===== config.mk =====
export PLATFORM = sky130hd
export DESIGN_NAME = tile_load_engine
export DESIGN_NICKNAME = d
export VERILOG_FILES = /design/src/rtl/tile_load_engine.sv
export SDC_FILE = /design/constraint.sdc
export NUM_CORES = 1
export LEC_CHECK = 0
export ABC_AREA = 1
export CORE_AREA = 4 4 237 239
export CTS_CLUSTER_SIZE = 40
export DETAILED_ROUTE_END_ITERATION = 10
export DIE_AREA = 0 0 241 243
export SETUP_SLACK_MARGIN = 0.5
export SYNTH_ARGS = -nofsm -noshare
export SYNTH_HDL_FRONTEND = slang
export SYNTH_SLANG_ARGS = --single-unit

===== constraint.sdc =====
create_clock -name clk -period 23.9 [get_ports clk]
set_input_delay 4.78 -clock clk [delete_from_list [all_inputs] [get_ports clk]]
set_output_delay 4.78 -clock clk [all_outputs]
set_load 0.02 [all_outputs]

===== src/rtl/tile_load_engine.sv =====
// Tile loader: reads `length` bytes one request at a time and emits them as tiles of TILE_ELEMS elements.
// Each tile write is a single-cycle pulse; memory backpressure comes from mem_gnt/mem_rvalid, with at most one read in flight.
module tile_load_engine #(
   parameter int DATA_WIDTH = 8,
   parameter int TILE_ELEMS = 32,
   parameter int TILE_WIDTH = DATA_WIDTH * TILE_ELEMS,
   parameter int ADDR_WIDTH = 24,
   parameter int LEN_WIDTH  = 20
) (
   input  logic                         clk,
   input  logic                         rst,
   input  logic                         start,
   input  logic                         is_matrix,
   input  logic [ADDR_WIDTH-1:0]        base_addr,
   input  logic [LEN_WIDTH-1:0]         length,
   input  logic [4:0]                   buffer_id,
   output logic                         busy,
   output logic                         done,
   output logic                         mem_req,
   output logic [ADDR_WIDTH-1:0]        mem_addr,
   input  logic                         mem_gnt,
   input  logic                         mem_rvalid,
   input  logic [DATA_WIDTH-1:0]        mem_rdata,
   output logic                         vec_write_enable,
   output logic [4:0]                   vec_write_buffer_id,
   output logic signed [DATA_WIDTH-1:0] vec_write_tile [0:TILE_ELEMS-1],
   output logic                         mat_write_enable,
   output logic [4:0]                   mat_write_buffer_id,
   output logic [TILE_WIDTH-1:0]        mat_write_tile
);

   localparam int SLOT_W = (TILE_ELEMS > 1) ? $clog2(TILE_ELEMS) : 1;

   typedef enum logic [2:0] {IDLE, REQ, WAIT, WRITE, DONE} state_t;

   state_t                  state_q, state_d;
   logic                    is_mat_q, is_mat_d;
   logic [ADDR_WIDTH-1:0]   base_q, base_d;
   logic [LEN_WIDTH-1:0]    len_q, len_d;
   logic [LEN_WIDTH-1:0]    cnt_q, cnt_d;
   logic [SLOT_W-1:0]       slot_q, slot_d;
   logic [4:0]              bid_q, bid_d;
   logic [DATA_WIDTH-1:0]   tile_q [0:TILE_ELEMS-1];
   logic [DATA_WIDTH-1:0]   tile_d [0:TILE_ELEMS-1];

   always_ff @(posedge clk or posedge rst) begin
      if (rst) begin
         state_q  <= IDLE;
         is_mat_q <= 1'b0;
         base_q   <= '0;
         len_q    <= '0;
         cnt_q    <= '0;
         slot_q   <= '0;
         bid_q    <= '0;
         for (int k = 0; k < TILE_ELEMS; k++) tile_q[k] <= '0;
      end else begin
         state_q  <= state_d;
         is_mat_q <= is_mat_d;
         base_q   <= base_d;
         len_q    <= len_d;
         cnt_q    <= cnt_d;
         slot_q   <= slot_d;
         bid_q    <= bid_d;
         for (int k = 0; k < TILE_ELEMS; k++) tile_q[k] <= tile_d[k];
      end
   end

   always_comb begin
      state_d  = state_q;
      is_mat_d = is_mat_q;
      base_d   = base_q;
      len_d    = len_q;
      cnt_d    = cnt_q;
      slot_d   = slot_q;
      bid_d    = bid_q;
      for (int k = 0; k < TILE_ELEMS; k++) tile_d[k] = tile_q[k];

      case (state_q)
         IDLE: begin
            if (start) begin
               is_mat_d = is_matrix;
               base_d   = base_addr;
               len_d    = length;
               bid_d    = buffer_id;
               cnt_d    = '0;
               slot_d   = '0;
               for (int k = 0; k < TILE_ELEMS; k++) tile_d[k] = '0;
               state_d  = (length != '0) ? REQ : DONE;
            end
         end
         REQ: begin
            if (mem_gnt) state_d = WAIT;
         end
         WAIT: begin
            if (mem_rvalid) begin
               tile_d[slot_q] = mem_rdata;
               cnt_d          = cnt_q + LEN_WIDTH'(1);
               slot_d         = slot_q + SLOT_W'(1);
               // Flush on a full tile or on the final element of the command.
               if (slot_q == SLOT_W'(TILE_ELEMS - 1) || cnt_d == len_q)
                  state_d = WRITE;
               else
                  state_d = REQ;
            end
         end
         WRITE: begin
            for (int k = 0; k < TILE_ELEMS; k++) tile_d[k] = '0;
            slot_d  = '0;
            state_d = (cnt_q == len_q) ? DONE : REQ;
         end
         DONE:    state_d = IDLE;
         default: state_d = IDLE;
      endcase
   end

   assign busy     = (state_q != IDLE);
   assign done     = (state_q == DONE);
   assign mem_req  = (state_q == REQ);
   // Count is only advanced in WAIT, so the address holds steady for the whole request.
   assign mem_addr = mem_req ? (base_q + ADDR_WIDTH'(cnt_q)) : '0;

   assign vec_write_enable    = (state_q == WRITE) && !is_mat_q;
   assign mat_write_enable    = (state_q == WRITE) &&  is_mat_q;
   assign vec_write_buffer_id = bid_q;
   assign mat_write_buffer_id = bid_q;

   for (genvar g = 0; g < TILE_ELEMS; g++) begin : g_tile_out
      assign vec_write_tile[g]                             = tile_q[g];
      assign mat_write_tile[g*DATA_WIDTH +: DATA_WIDTH]    = tile_q[g];
   end

endmodule


==> metrics.md, run 1 <==
| Metric | Value |
|---|---|
| Status | complete, no violations |
| Area grow syn2layout | 34.6% |
| Launching element type of the critical path | flip-flop |
| Fin crit share | 0.351 |
| Pre-Repair DR Iteration Count | 5 |
| Pin count of the biggest net entering global routing | 178 |
| Hold bufs inserted after CTS | 0 |
| Die Ht | 243 µm |
| I/O Buffers | 613 |
| Post-route DRC violation count | 0 |
| R2R depth | 9 |
| Core area | 0.0538 mm² |
| Part of the power in combinational logic | 0.312 |
| Setup TNS | 0 ns |
| Switch Pwr | 0.710 mW |
| Critical Path Sink Type | primary output |
| GP Congestion | 0.895 |
| Worst flop-to-flop path endpoint | mat_write_tile[167] |
| Area taken by multi-input logic gates | 0.00592 mm² |
| Pwr dens | 80.7 mW/mm² |
| Yosys Warn Count | 0 |
| Inserted Clock Buffers | 39 |
| CP Max Fanout | 7 |
| Met3 Use GR | 0.0325 |
| Clock-pin slew on the worst setup and hold paths | 0.06 ns |
| CTS Buffer Depth | 3 |
| Initial core utilization | 0.318 |
| Fill count | 5190 |
| Final nets | 2315 |
| Final worst slack | 15.50 ns |
| # rows | 85 |
| Worst endpoint data arrival time | 3.62 ns |
| Area occupied by registers | 0.00836 mm² |
| Met1 usage | 0.259 |
| Skew final | 0.0235 ns |
| First-pass GRT wire length | 91300 µm |
| Avg Inst Size Synth | 8.86 µm² |
| Final Hold Slack | 0.479 ns |
| Area leader, netlist | dfrtp_1 |
| Most frequent cells in the layout | 613 x clkdlybuf4s50_1, 334 x dfrtp_1, 285 x nand3_1 |
| Post-place setup slack | 16.10 ns |
| Final WL | 61300 µm |
| Layer with the highest usage | met2 |
| Vias/cell | 4.89 |
| Post-synthesis sequential area ratio | 0.489 |
| VDD IR max | 0.0856 mV |
| H-tree levels | 2 |
| Hold Crit Class | reg -> reg |
| ANT nets after route | 0 |
| Critical Path RT | 19.12 ns |
| R2r setup slk | 20.47 ns |
| Worst-Skew Late Latency | 0.56 ns |
| Max Cap Violations | 0 |
| Fmax | 119 MHz |
| Met2 Use GR | 0.345 |
| Sequential Power Share | 0.358 |
| Root Driver | clkbuf_16 |
| Worst Tran Pin Value | 1.13 ns |
| Final count of pins violating max slew | 0 |
| DP Wirelength | 44900 µm |
| Initial DRC count | 1024 |
| Die X | 241 µm |
| Max_slew headroom | 0.247 |
| Reg-to-Reg Start | state_q[2] |
| Commonest non-fill, non-tap cell in the layout | clkdlybuf4s50_1 |
| Layout cells sized above 1 | 0.0563 |
| CTS tree | yes |
| Area of the mapped netlist | 0.0171 mm² |
| RSZ-0062 raised after global routing | no |
| Synthesized Nets | 2022 |
| Critical path startpoint | cnt_q[0] |
| Internal power | 1.15 mW |
| Post-CTS Repair Setup Buffers | 0 |
| GRT Total Usage | 0.201 |
| Post-synthesis cell type count | 42 |
| Ports | 614 |
| Gr ovfl total | 0 |
| Final setup fails | 0 |
| Vias in the first global route | 14058 |
| Fin crit period | 8.40 ns |
| Setup crit end | mem_addr[14] |
| LEAKAGE | 9.52 nW |
| Die area | 0.0586 mm² |
| Synth area leaders | dfrtp_1 49%, buf_4 12%, nand3_1 8.3%, o21ai_1 7.5%, nand2_1 5.5% |
| Initial antenna violation count | 1 |
| Clk sink count | 334 |
| Vias | 14441 |
| Clock share of power | 0.330 |
| Avg WL per Cell | 20.8 µm |
| Flops & latches, synth | 334 |
| Setup CP Type | reg -> out |
| Yosys top cell area share | 0.489 |
| Hold Fails Final Rpt | 0 |
| Post_cts resized | 0 |
| Post-Synthesis Cells | 1932 |
| Sw frac | 0.382 |
worst max-delay path: stages, from the launching register on:
cell and delay [ns]:
dfrtp_1 0.46, ha_1 0.21, inv_1 0.06, fa_1 0.40
o21ai_1 0.34, inv_1 0.12, o21ai_1 0.14, inv_1 0.08
o211ai_1 0.29, nand2_1 0.09, nand2_1 0.08, xnor2_1 0.06
nor2_1 0.12, clkdlybuf4s50_1 0.62
cell families after synthesis:
| logic type | share of synthesized area |
|---|---|
| buffers and inverters | 0.167 |
| AND/OR/NAND/NOR | 0.191 |
| XOR/XNOR | 0.0220 |
| adder cells (fa/ha/maj) | 0.0202 |
| AO/OA/AOI/OAI | 0.112 |
| flip-flops | 0.489 |
stage by stage:
stage / area, µm² / instances / util / power (mW)
after global routing: 23000 / 2951 / 0.428 / 1.96
after floorplan: 17100 / 1932 / - / 1.06
after detailed placement: 21700 / 2880 / 0.403 / 1.26
after global placement: 21700 / 2880 / 0.403 / 1.25
after CTS: 23000 / 2950 / 0.428 / 1.88
final: 23000 / 2951 / 0.428 / 1.86
flip-flops by register name (all words and copies together) (netlist names):
signal / cells
mat_write_tile: 256
base_q: 24
cnt_q: 20
len_q: 20
mat_write_buffer_id: 5
slot_q: 5
state_q: 3
is_mat_q: 1
final cells by class:
| cell class | instances | share of cell area |
|---|---|---|
| flip-flops and latches | 334 | 0.363 |
| repair buffers | 620 | 0.269 |
| multi-input cells | 1142 | 0.257 |
| clock buffers | 53 | 0.0477 |
| well taps | 696 | 0.0378 |
| inverters | 88 | 0.0151 |
| clock inverters | 17 | 0.0100 |
| diodes | 1 | 0.000109 |
cell usage after synthesis, drive strengths merged:
cell	n
buf	337
dfrtp	334
o21ai	307
nand3	289
nand2	273
inv	87
nor2	82
a21oi	39
clkbuf	31
xor2	29
ha	26
nand4	22
xnor2	14
nor3	13
o22ai	7
nor4	6
o21bai	6
or2	6
a31oi	5
nand3b	5
a21boi	4
nor3b	3
a21o	2
and3	1
clkinv	1
fa	1
o2111ai	1
o211ai	1
power by group through the flow:
stage	Clock, mW	Combinational [mW]	Sequential, mW
floorplan	0	0.396	0.668
global placement	0	0.580	0.673
detailed placement	0	0.584	0.674
CTS	0.632	0.586	0.665
finish	0.614	0.580	0.665
global route	0.655	0.636	0.671
layer usage:
| metal | up-vias | share of wire |
|---|---|---|
| met2 | 536 | 0.49 |
| met3 | 99 | 0.056 |
| li1 | 6844 | - |
| met5 | - | 0 |
| met1 | 6962 | 0.42 |
| met4 | 0 | 0.031 |
worst min path at each step:
stage / startpoint / end / cells past startpoint
6_report: base_q[19] / base_q[19] / 2
3_5_place_dp: base_q[4] / base_q[4] / 2
4_1_cts: base_q[4] / base_q[4] / 2
3_3_place_gp: base_q[17] / base_q[17] / 2
5_1_grt: base_q[18] / base_q[18] / 2
2_1_floorplan: base_q[0] / base_q[0] / 2
Power figures use the tool's default switching activity.
==> run 2: changes to the inputs <==
==> constraint.sdc (replaced) <==
create_clock -name clk -period 8.75 [get_ports clk]
set_input_delay 1.75 -clock clk [delete_from_list [all_inputs] [get_ports clk]]
set_output_delay 1.75 -clock clk [all_outputs]
set_load 0.02 [all_outputs]
==> metrics.md, run 2 (synthesis results as in run 1) <==
| Metric | Value |
|---|---|
| Worst endpoint data arrival time | 3.68 ns (was 3.62 ns) |
| Initial core utilization | 0.318 (unchanged) |
| Die X | 241 µm (unchanged) |
| Layout cells sized above 1 | 0.0559 (was 0.0563) |
| Hold bufs inserted after CTS | 0 (unchanged) |
| Pwr dens | 219 mW/mm² (was 80.7 mW/mm²) |
| Die Ht | 243 µm (unchanged) |
| Die area | 0.0586 mm² (unchanged) |
| VDD IR max | 0.268 mV (was 0.0856 mV) |
| Area grow syn2layout | 34.5% (was 34.6%) |
| Post_cts resized | 0 (unchanged) |
| Clock-pin slew on the worst setup and hold paths | 0.06 ns (about the same) |
| Fmax | 184 MHz |
| Status | complete, no violations (unchanged) |
| Inserted Clock Buffers | 40 (was 39) |
| Worst Tran Pin Value | 1.07 ns (was 1.13 ns) |
| CTS Buffer Depth | 3 (unchanged) |
| Power Total | 5.04 mW (was 1.86 mW) |
| Hold Fails Final Rpt | 0 (unchanged) |
| Finished Core Util | 0.427 (was 0.428) |
| Launching element type of the critical path | flip-flop (unchanged) |
| Pin count of the biggest net entering global routing | 185 (was 178) |
| LEAKAGE | 9.49 nW (was 9.52 nW) |
| Fill count | 5233 (was 5190) |
| Setup CP Type | reg -> out (unchanged) |
| H-tree levels | 2 (unchanged) |
| Initial antenna violation count | 0 (was 1) |
| Avg WL per Cell | 21.0 µm (was 20.8 µm) |
| # rows | 85 (unchanged) |
| ANT cells | 0 (was 1) |
| Most frequent cells in the layout | 613 x clkdlybuf4s50_1, 334 x dfrtp_1, 285 x nand3_1 (unchanged) |
| Initial DRC count | 1070 (was 1024) |
| Post-route DRC violation count | 0 (unchanged) |
| CP Max Fanout | 7 (unchanged) |
| Vias in the first global route | 14101 (was 14058) |
| Final nets | 2315 (unchanged) |
| Max_slew headroom | 0.283 (was 0.247) |
| I/O Buffers | 613 (unchanged) |
| Skew final | 0.0203 ns (was 0.0235 ns) |
| DP Wirelength | 45200 µm (was 44900 µm) |
| Final count of pins violating max slew | 0 (unchanged) |
| Final setup fails | 0 (unchanged) |
| Commonest non-fill, non-tap cell in the layout | clkdlybuf4s50_1 (unchanged) |
| Placed insts | 2879 (was 2880) |
| Non-Filler Instances | 2952 (was 2951) |
| CTS tree | yes (unchanged) |
| RSZ-0062 raised after global routing | no (unchanged) |
| Pre-Repair DR Iteration Count | 5 (unchanged) |
| Final instance area | 0.0230 mm² (about the same) |
| Fin crit share | 0.621 |
| Max Cap Violations | 0 (unchanged) |
| Ports | 614 (unchanged) |
| Fin crit period | 5.43 ns |
| Gr ovfl total | 0 (unchanged) |
| Setup TNS | 0 ns (unchanged) |
| Worst-Skew Late Latency | 0.55 ns (was 0.56 ns) |
| Final WL | 61900 µm (was 61300 µm) |
| Core area | 0.0538 mm² (unchanged) |
| Clk sink count | 334 (unchanged) |
| Hold Crit Class | reg -> reg (unchanged) |
| Vias | 14501 (was 14441) |
| Vias/cell | 4.91 (was 4.89) |
| Post-CTS Repair Setup Buffers | 0 (unchanged) |
| Root Driver | clkbuf_16 (unchanged) |
| First-pass GRT wire length | 91500 µm (was 91300 µm) |
| ANT nets after route | 0 (unchanged) |
| Max reg flops | 256 (unchanged) |
| GP Congestion | 0.897 (was 0.895) |
| Critical Path RT | 7.00 ns (was 19.12 ns) |
| Placed Area | 0.0217 mm² (about the same) |
| Critical Path Sink Type | primary output (unchanged) |
| GRT Total Usage | 0.202 (was 0.201) |
-- run 2: metrics by stage --
step	setup slack, ns	hold WS (ns)
finish	3.32	0.480
global route	3.05	0.512
CTS	3.28	0.485
detailed placement	3.90	0.469
global placement	3.97	0.464
floorplan	2.54	0.448
-- run 2: routing by layer --
metal  global-route usage  up-vias  wire [µm]
met4               0.0633        0       1870
li1                     -     6852          -
met3               0.0320       91       3480
met1                0.258     6977      25600
met2                0.351      581      31000
met5                    0        -          0
-- run 2: path summary, 6_finish.rpt --
check,from,to,slack [ns],cells past startpoint
max,cnt_q[0],mem_addr[14],3.32,13
max in group asynchronous,rst,mat_write_tile[65],5.71,3
max reg2reg,state_q[0],mat_write_tile[200],5.59,8
min reg2reg,base_q[18],base_q[18],0.48,2
min,base_q[18],base_q[18],0.48,2
min in group asynchronous,rst,mat_write_tile[223],1.64,2
-- run 2: critical path, stage by stage (launching register included) --
cell	delay [ns]
dfrtp_1	0.45
ha_1	0.22
inv_1	0.06
fa_1	0.39
o21ai_1	0.43
inv_1	0.14
o21ai_1	0.15
inv_1	0.08
o211ai_1	0.28
nand2_1	0.09
nand2_1	0.09
xnor2_1	0.07
nor2_1	0.08
clkdlybuf4s50_1	0.61
-- run 2: area by class of cell --
class / instances / area [µm²] / share of cell area
tap: 696 / 871 / 0.0379
clock buffer: 58 / 1150 / 0.0499
timing repair buffer: 619 / 6210 / 0.270
multi-input combinational: 1142 / 5920 / 0.257
clock inverter: 15 / 155 / 0.00674
sequential: 334 / 8360 / 0.363
inverter: 88 / 344 / 0.0150
-- run 2: power by group --
| part | switching [mW] | total [mW] | internal [mW] |
|---|---|---|---|
| Sequential | 0.140 | 1.82 | 1.68 |
| Clock | 0.682 | 1.64 | 0.954 |
| Combinational | 1.13 | 1.58 | 0.450 |
| Total | 1.95 | 5.04 | 3.09 |
==> run 3: changes to the inputs <==
--- a/config.mk
+++ b/config.mk
@@ -6,10 +6,10 @@
 export NUM_CORES = 1
 export LEC_CHECK = 0
 export ABC_AREA = 1
-export CORE_AREA = 4 4 237 239
+export CORE_AREA = 4 4 235 237
 export CTS_CLUSTER_SIZE = 40
 export DETAILED_ROUTE_END_ITERATION = 10
-export DIE_AREA = 0 0 241 243
+export DIE_AREA = 0 0 239 241
 export SETUP_SLACK_MARGIN = 0.5
 export SYNTH_ARGS = -nofsm -noshare
 export SYNTH_HDL_FRONTEND = slang
==> constraint.sdc (replaced) <==
create_clock -name clk -period 4.46 [get_ports clk]
set_input_delay 0.892 -clock clk [delete_from_list [all_inputs] [get_ports clk]]
set_output_delay 0.892 -clock clk [all_outputs]
set_load 0.02 [all_outputs]
==> metrics.md, run 3 (synthesis results as in run 1) <==
| Metric | Value |
|---|---|
| Commonest non-fill, non-tap cell in the layout | clkdlybuf4s50_1 (unchanged) |
| Max Cap Violations | 0 (unchanged) |
| Fill count | 5177 (was 5233) |
| Post-route DRC violation count | 0 (unchanged) |
| Worst Tran Pin Value | 1.09 ns (was 1.07 ns) |
| Critical Path RT | 3.57 ns (was 7.00 ns) |
| Worst endpoint data arrival time | 2.91 ns (was 3.68 ns) |
| Status | complete, no violations (unchanged) |
| Critical Path Sink Type | primary output (unchanged) |
| Die X | 239 µm (was 241 µm) |
| Worst-Skew Late Latency | 0.54 ns (was 0.55 ns) |
| Ports | 614 (unchanged) |
| Final nets | 2330 (was 2315) |
| Final setup fails | 0 (unchanged) |
| Vias/cell | 4.94 (was 4.91) |
| Setup CP Type | reg -> out (unchanged) |
| RSZ-0062 raised after global routing | yes (was no) |
| Placed Area | 0.0218 mm² (was 0.0217 mm²) |
| CTS tree | yes (unchanged) |
| # rows | 85 (unchanged) |
| GRT Total Usage | 0.207 (was 0.202) |
| Pwr dens | 424 mW/mm² (was 219 mW/mm²) |
| GP Congestion | 0.848 (was 0.897) |
| I/O Buffers | 613 (unchanged) |
| Initial core utilization | 0.321 (was 0.318) |
| Skew final | 0.0184 ns (was 0.0203 ns) |
| Clock-pin slew on the worst setup and hold paths | 0.06 ns (about the same) |
| Post-place setup slack | 0.649 ns (was 3.90 ns) |
| Fin crit period | 3.80 ns |
| Avg WL per Cell | 21.2 µm (was 21.0 µm) |
| Area grow syn2layout | 34.8% (was 34.5%) |
| Vias | 14635 (was 14501) |
| First-pass GRT wire length | 92100 µm (was 91500 µm) |
| Clk sink count | 334 (unchanged) |
| Hold Fails Final Rpt | 0 (unchanged) |
| Die Ht | 241 µm (was 243 µm) |
| Fin crit share | 0.853 |
| Final WL | 62700 µm (was 61900 µm) |
| Launching element type of the critical path | flip-flop (unchanged) |
| Die area | 0.0576 mm² (was 0.0586 mm²) |
| Root Driver | clkbuf_16 (unchanged) |
| Max reg flops | 256 (unchanged) |
| Inserted Clock Buffers | 37 (was 40) |
| Most frequent cells in the layout | 598 x clkdlybuf4s50_1, 331 x dfrtp_1, 285 x nand3_1 (was 613 x clkdlybuf4s50_1, 334 x dfrtp_1, 285 x nand3_1) |
| DP Wirelength | 46900 µm (was 45200 µm) |
| Hold Crit Class | reg -> reg (unchanged) |
| Initial antenna violation count | 0 (unchanged) |
| Max_slew headroom | 0.270 (was 0.283) |
| Fmax | 263 MHz |
| Gr ovfl total | 0 (unchanged) |
| Core area | 0.0533 mm² (was 0.0538 mm²) |
| Finished Core Util | 0.433 (was 0.427) |
| Final count of pins violating max slew | 0 (unchanged) |
| VDD IR max | 0.469 mV (was 0.268 mV) |
| Final instance area | 0.0231 mm² (was 0.0230 mm²) |
| Layout cells sized above 1 | 0.0671 (was 0.0559) |
| Final worst slack | 0.658 ns (was 3.32 ns) |
| CP Max Fanout | 6 (was 7) |
| Pre-Repair DR Iteration Count | 6 (was 5) |
| ANT nets after route | 0 (unchanged) |
| H-tree levels | 2 (unchanged) |
| CTS Buffer Depth | 3 (unchanged) |
| Initial DRC count | 1067 (was 1070) |
| R2r setup slk | 1.80 ns (was 5.59 ns) |
| Vias in the first global route | 14339 (was 14101) |
| ANT cells | 0 (unchanged) |
| Pin count of the biggest net entering global routing | 135 (was 185) |
| LEAKAGE | 9.58 nW (was 9.49 nW) |
-- run 3: path summary, 6_finish.rpt --
check | startpoint | cells past startpoint | endpoint
max reg2reg | state_q[0] | 7 | mat_write_tile[29]
min reg2reg | base_q[7] | 2 | base_q[7]
max in group asynchronous | rst | 3 | mat_write_tile[214]
max | cnt_q[5] | 9 | mem_addr[8]
min in group asynchronous | rst | 2 | mat_write_tile[21]
min | base_q[7] | 2 | base_q[7]
-- run 3: worst max-delay path: stages, from the launching register on --
cell	delay [ns]
dfrtp_1	0.47
ha_1	0.36
inv_1	0.11
o21ai_1	0.10
a21oi_1	0.19
o21ai_1	0.10
inv_1	0.09
o21ai_0	0.08
a21oi_1	0.23
clkdlybuf4s50_1	0.66
-- run 3: layout make-up --
class                      count  area, µm²  area share
timing repair buffer         637       6320       0.274
tap                          696        871      0.0378
sequential                   334       8360       0.363
clock inverter                 9        113     0.00488
multi-input combinational   1142       5970       0.259
inverter                      88        344      0.0149
clock buffer                  54       1070      0.0465
-- run 3: through the flow --
| stage | power (mW) | instances | TNS, ns | hold slack, ns |
|---|---|---|---|---|
| 3_5_place_dp | 6.85 | 2896 | 0 | 0.468 |
| 3_3_place_gp | 6.83 | 2896 | 0 | 0.461 |
| 5_1_grt | 10.4 | 2960 | 0 | 0.514 |
| 2_1_floorplan | 5.70 | 1932 | -298.80 | 0.448 |
| 4_1_cts | 9.89 | 2960 | 0 | 0.484 |
| 6_report | 9.78 | 2960 | 0 | 0.479 |
-- run 3: per-layer routing --
layer  up-vias  wire [µm]  global-route usage
li1       6873          -                   -
met1      7172      25200               0.260
met2       506      31500               0.358
met3        84       3510              0.0355
met4         0       2510              0.0801
met5         -          0                   0
-- run 3: where the power goes --
| group | switching [mW] | total [mW] | internal (mW) |
|---|---|---|---|
| sequential | 0.251 | 3.55 | 3.30 |
| clock | 1.24 | 3.02 | 1.78 |
| combinational | 2.27 | 3.20 | 0.937 |
| total | 3.76 | 9.78 | 6.02 |
-- run 3: repair_timing --
| action | 4_1_cts | 5_1_grt |
|---|---|---|
| gates resized for setup | 24 | 21 |
| buffers inserted | 1 | 0 |
| pin swaps | 2 | 2 |
| hold buffers | 0 | 0 |
| setup endpoints to repair | 17 | 12 |
